## src/rtl/inv_modp.sv

```systemverilog
// Modular inverse over p = 2^255 - 19 via Fermat: result = z^(p-2) mod p.
// Left-to-right square-and-multiply; every field multiply goes to an external
// mod-p multiplier through a mul_start / mul_done handshake.
//
// Ports:
//   clk, rst            clock, asynchronous active-low reset
//   start, z            inversion request and operand (z taken on accept in IDLE)
//   busy                high in every state except IDLE
//   done, result        one-cycle completion pulse; result held until next accept
//   mul_start           one-cycle request to the multiplier
//   mul_x, mul_y        multiplier operands, held until mul_done is seen
//   mul_prod, mul_done  multiplier product and its one-cycle valid pulse
module inv_modp #(
  parameter int unsigned N = 255
) (
  input  logic         clk,
  input  logic         rst,
  input  logic         start,
  input  logic [N-1:0] z,
  output logic         busy,
  output logic         done,
  output logic [N-1:0] result,
  output logic         mul_start,
  output logic [N-1:0] mul_x,
  output logic [N-1:0] mul_y,
  input  logic [N-1:0] mul_prod,
  input  logic         mul_done
);

  localparam int unsigned      CNT_W    = 8;
  // Exponent bit 254 is consumed by loading acc with z, so the walk starts at 253.
  localparam logic [CNT_W-1:0] CNT_INIT = CNT_W'(253);
  localparam logic [CNT_W-1:0] CNT_TAIL = CNT_W'(5);
  // Low exponent bits 4..0 = 01011; every bit from 5 upward is 1.
  localparam logic [7:0]       E_LOW    = 8'b0000_1011;

  typedef enum logic [2:0] {
    IDLE,
    SQR_ISSUE,
    SQR_WAIT,
    MUL_ISSUE,
    MUL_WAIT,
    DONE
  } state_t;

  state_t             state_q, state_d;
  logic [N-1:0]       acc_q, acc_d;
  logic [N-1:0]       zreg_q, zreg_d;
  logic [CNT_W-1:0]   cnt_q, cnt_d;
  logic [N-1:0]       mul_x_d, mul_y_d, result_d;
  logic               mul_start_d, done_d, busy_d;
  logic               e_bit_c;

  // Current exponent bit selected by cnt.
  assign e_bit_c = (cnt_q >= CNT_TAIL) ? 1'b1 : E_LOW[cnt_q[2:0]];

  // State, datapath and registered outputs.
  always_ff @(posedge clk or negedge rst) begin
    if (!rst) begin
      state_q   <= IDLE;
      acc_q     <= '0;
      zreg_q    <= '0;
      cnt_q     <= '0;
      mul_x     <= '0;
      mul_y     <= '0;
      mul_start <= 1'b0;
      result    <= '0;
      done      <= 1'b0;
      busy      <= 1'b0;
    end else begin
      state_q   <= state_d;
      acc_q     <= acc_d;
      zreg_q    <= zreg_d;
      cnt_q     <= cnt_d;
      mul_x     <= mul_x_d;
      mul_y     <= mul_y_d;
      mul_start <= mul_start_d;
      result    <= result_d;
      done      <= done_d;
      busy      <= busy_d;
    end
  end

  // Next state and next register values. Operands for the next multiply are
  // loaded on the transition into an issue state, so the issue cycle already
  // presents them and they stay put until the matching mul_done.
  always_comb begin
    state_d     = state_q;
    acc_d       = acc_q;
    zreg_d      = zreg_q;
    cnt_d       = cnt_q;
    mul_x_d     = mul_x;
    mul_y_d     = mul_y;
    mul_start_d = 1'b0;
    result_d    = result;
    done_d      = 1'b0;

    case (state_q)
      IDLE: begin
        if (start) begin
          acc_d       = z;
          zreg_d      = z;
          cnt_d       = CNT_INIT;
          mul_x_d     = z;
          mul_y_d     = z;
          mul_start_d = 1'b1;
          state_d     = SQR_ISSUE;
        end
      end

      SQR_ISSUE: state_d = SQR_WAIT;

      SQR_WAIT: begin
        if (mul_done) begin
          acc_d = mul_prod;
          if (e_bit_c) begin
            mul_x_d     = mul_prod;
            mul_y_d     = zreg_q;
            mul_start_d = 1'b1;
            state_d     = MUL_ISSUE;
          end else if (cnt_q == '0) begin
            state_d = DONE;
          end else begin
            cnt_d       = cnt_q - CNT_W'(1);
            mul_x_d     = mul_prod;
            mul_y_d     = mul_prod;
            mul_start_d = 1'b1;
            state_d     = SQR_ISSUE;
          end
        end
      end

      MUL_ISSUE: state_d = MUL_WAIT;

      MUL_WAIT: begin
        if (mul_done) begin
          acc_d = mul_prod;
          if (cnt_q == '0) begin
            state_d = DONE;
          end else begin
            cnt_d       = cnt_q - CNT_W'(1);
            mul_x_d     = mul_prod;
            mul_y_d     = mul_prod;
            mul_start_d = 1'b1;
            state_d     = SQR_ISSUE;
          end
        end
      end

      DONE: begin
        result_d = acc_q;
        done_d   = 1'b1;
        state_d  = IDLE;
      end

      default: state_d = IDLE;
    endcase

    busy_d = (state_d != IDLE);
  end

endmodule

```

## config.mk

```make
export PLATFORM = sky130hd
export DESIGN_NAME = inv_modp
export DESIGN_NICKNAME = d
export VERILOG_FILES = /design/src/rtl/inv_modp.sv
export SDC_FILE = /design/constraint.sdc
export NUM_CORES = 2
export LEC_CHECK = 0
export CORE_AREA = 2 2 501 503
export DETAILED_ROUTE_END_ITERATION = 16
export DIE_AREA = 0 0 503 505
export GPL_TIMING_DRIVEN = 0
export MAX_ROUTING_LAYER = met4
export SLEW_MARGIN = 5
export SYNTH_ARGS = -nofsm -noshare
export SYNTH_HDL_FRONTEND = slang
export SYNTH_SLANG_ARGS = --single-unit
```

## constraint.sdc

```tcl
create_clock -name clk -period 2.6 [get_ports clk]
set_clock_uncertainty 0.05 [all_clocks]
set_input_delay 0.52 -clock clk [delete_from_list [all_inputs] [get_ports clk]]
set_output_delay 0.52 -clock clk [all_outputs]
set_load 0.02 [all_outputs]
```

==> results.sh <==
export IMPL_ys_flop_type="dfrtp_1"
export IMPL_cts_inserted_buffers=158
export IMPL_synthesis_nets=7301
export IMPL_end_kind="flop"
export IMPL_p_clk_share_pct=15.9
export IMPL_cp_start_kind="flop"
export IMPL_clock_sinks=1289
export IMPL_post_place_ws_ns=-2.275
export IMPL_dp_hpwl_um=275700
export IMPL_max_freq_mhz=359.3
export IMPL_cts_tree="built"
export IMPL_period_share_pct=107.0
export IMPL_synth_edf_count=0
export IMPL_postRouteAntennaNets=0
export IMPL_synth_top_cell_area_share_pct=49.33
export IMPL_dieArea_um2=254000
export IMPL_synth_seq_cells=1289
export IMPL_finalSetupViolCount=482
export IMPL_rsz0062_at_grt="yes"
export IMPL_postLayoutCellArea_um2=97550
export IMPL_die_height_um=505
export IMPL_cp_slowest_cell="dfrtp_1"
export IMPL_placed_cells=11420
export IMPL_drtPass1Iterations=8
export IMPL_fin_cells=11970
export IMPL_yosysWarnings=0
export IMPL_drive_gt1_share_pct=23.56
export IMPL_io_pins=1282
export IMPL_syn_inst=6784
export IMPL_p_sw_share_pct=44.44
export IMPL_hold_path_class="in2async"
export IMPL_fin_setup_tns_ns=-46.78
export IMPL_synth_area_per_cell_um2=9.639
export IMPL_first_global_vias=64450
export IMPL_grt_max_degree=163
export IMPL_finalHoldViolations=132
export IMPL_fp_dieW_um=503
export IMPL_syn_to_final_growth_pct=49.18
export IMPL_synth_largest_area_cell="dfrtp_1"
export IMPL_drt_iter0_markers=6864
export IMPL_cts_root_buf="clkbuf_16"
export IMPL_critPathRequiredTime_ns=3.24
export IMPL_synth_area_leaders="dfrtp_1, nand2_1, o221a_2"
export IMPL_async_reset_ff_share_pct=100.0
export IMPL_synth_distinct_cells=48
export IMPL_clk_pin_slew_ns=0.06
export IMPL_fin_nets=8922
export IMPL_setup_ws_ns=-0.1831
export IMPL_htree_levels=4
export IMPL_outcome="complete, but fails checks"
export IMPL_worstPathArrival_ns=3.42
export IMPL_antenna_found_initial=156
export IMPL_vias_per_cell=5.491
export IMPL_wirelength_um=382000
export IMPL_crit_type="reg2reg"
export IMPL_drcViolationCount=0
export IMPL_port_buffers=1280
export IMPL_sequentialPowerShare_pct=27.1
export IMPL_syn_area_um2=65390
export IMPL_start_util_pct=26.35
export IMPL_violations="hold timing, setup timing"
export IMPL_grt_pass1_wl_um=515200
export IMPL_place_area_um2=82930
export IMPL_r2r_slack_ns=-0.18
export IMPL_crit_fanout=6
export IMPL_clock_latency_ns=0.83
export IMPL_grt_total_usage_pct=29.30
export IMPL_worstMarginPinSlew_ns=0.9395
export IMPL_slew_headroom_pct=37.37
export IMPL_vias=65730
export IMPL_row_count=183
export IMPL_yosysSeqAreaShare_pct=49.33
export IMPL_slew_viol_final=0
export IMPL_core_area_um2=248200
export IMPL_routedWlPerCell_um=31.91
export IMPL_switchingPower_mw=64.52
export IMPL_internal_power_mw=80.68
export IMPL_crit_chain="inv_2 -> ha_2 -> or3b_4 -> a21oi_4 -> nor2_4 -> buf_12 -> buf_12 -> buf_16 -> clkbuf_16 -> clkbuf_16 -> and2_4 -> o221a_4"
export IMPL_clockBufferDepth=3
export IMPL_p_per_area_nw_per_um2=1489
export IMPL_place_congestion=0.9737
export IMPL_p_leak_nw=40.03
export IMPL_maxCapViolCount=0
export IMPL_hold_ws_ns=-0.2844
export IMPL_cpPeakStageDelay_ns=0.42
export IMPL_combPwrFrac_pct=57.0
export IMPL_finalCriticalPeriod_ns=2.783
export IMPL_irDropWorstVdd_uv=757.4
export IMPL_grt_ovfl_total=0
==> power by group through the flow <==
stage | clock network, mW | registers (mW) | logic [mW]
CTS | 23.4 | 38.7 | 76.3
global route | 24.2 | 40.3 | 86.6
finish | 23.1 | 39.4 | 82.7
floorplan | 0 | 43.1 | 29.9
detailed placement | 0 | 38.8 | 68.8
global placement | 0 | 38.8 | 67.2
==> stage by stage <==
step / total power, mW / utilization [%]
6_report: 145.2 / 39.30
4_1_cts: 138.5 / 37.58
3_3_place_gp: 106.0 / 33.19
3_5_place_dp: 107.6 / 33.41
5_1_grt: 151.0 / 39.29
2_1_floorplan: 72.95 / -
==> cells in the final DEF (no fill, tap or decap), types with 254 or more instances in the layout <==
cell type / synthesis / layout
o221a_2: 453 / 268
dfrtp_1: 1289 / 1287
mux2_2: 255 / 255
and2_1: 510 / 279
a31oi_1: 256 / 256
a211o_1: 509 / 509
nand2_1: 1538 / 1495
clkdlybuf4s50_1: 0 / 1122
nor2_1: 522 / 520
nor2b_1: 256 / 254
o211ai_1: 256 / 256
==> state kept, by name, summed over array words and instances, names as in the netlist <==
name	flops
acc_q	255
mul_start	1
busy	1
zreg_q	255
mul_x	255
result	255
state_q	3
mul_y	255
cnt_q	8
done	1
==> worst max-delay path: cells and delay by family (launching register included) <==
kind	cells	cell delay, ns
AO/OA/AOI/OAI	2	0.44
adder cells (fa/ha/maj)	1	0.16
buffers and inverters	6	0.93
AND/OR/NAND/NOR	3	0.62
flip-flops	1	0.42
==> routing by layer <==
| layer | track usage (%) | vias to the layer above | share of wire, % |
|---|---|---|---|
| met4 | 17.02 | 0 | 6.8 |
| li1 | - | 27900 | - |
| met2 | 43.42 | 3631 | 44 |
| met1 | 34.41 | 33300 | 38 |
| met3 | 9.939 | 897 | 11 |
| met5 | - | - | 0 |
==> synth_stat cells, drive strengths merged, types with 4 or more instances <==
cell type  instances
mux2             255
nor2             524
nand3              4
and2             510
o21ai            260
a31oi            256
nor2b            256
nor3               4
clkbuf           405
dfrtp           1289
nand2           1538
o211ai           256
inv                5
o221a            508
or3b               5
buf              164
a21oi              5
a211o            509
==> layout make-up <==
cell class	count	area, µm²
Clock buffer	230	4607
Multi-Input combinational cell	4921	33850
Sequential cell	1289	32260
Timing Repair Buffer	1465	16760
Inverter	5	22.52
Tap cell	3330	4167
Antenna cell	113	282.8
Fill cell	24390	150700
Buffer	565	4931
Clock inverter	53	674.4
==> logic make-up (layout without fill, tap and decap cells) <==
family / after synthesis / in the layout / share of synthesized area (%)
DFF: 1289 / 1289 / 49.33
and+or+nand+nor: 2855 / 2855 / 19.46
muxes: 258 / 258 / 4.437
other: 0 / 113 / 0
adders and majority gates: 3 / 3 / 0.05741
xor gates and xnor gates: 1 / 1 / 0.01340
AOI/OAI and AO/OA: 1804 / 1804 / 23.14
buffers and inverters: 574 / 2318 / 3.561
==> path summary, 6_finish.rpt <==
path / from / endpoint / cells past startpoint
max: cnt_q[0]$_DFFE_PN0P_ / mul_y[200]$_DFFE_PN0P_ / 12
min: rst / acc_q[40]$_DFFE_PN0P_ / 2
max reg2reg: cnt_q[0]$_DFFE_PN0P_ / mul_y[200]$_DFFE_PN0P_ / 12
min reg2reg: acc_q[110]$_DFFE_PN0P_ / result[110]$_DFFE_PN0P_ / 2
max in group asynchronous: rst / result[174]$_DFFE_PN0P_ / 8
min in group clk: z[179] / acc_q[179]$_DFFE_PN0P_ / 3
==> what timing repair did <==
item                       4_1_cts  5_1_grt
cloned                          51       35
setup endpoints to repair     1648     1277
hold endpoints to repair       131      136
hold buffers                     1       14
setup buffers                   46       25
gates resized for setup       1063      980
pin swaps                      166      292
Power figures use the tool's default switching activity.
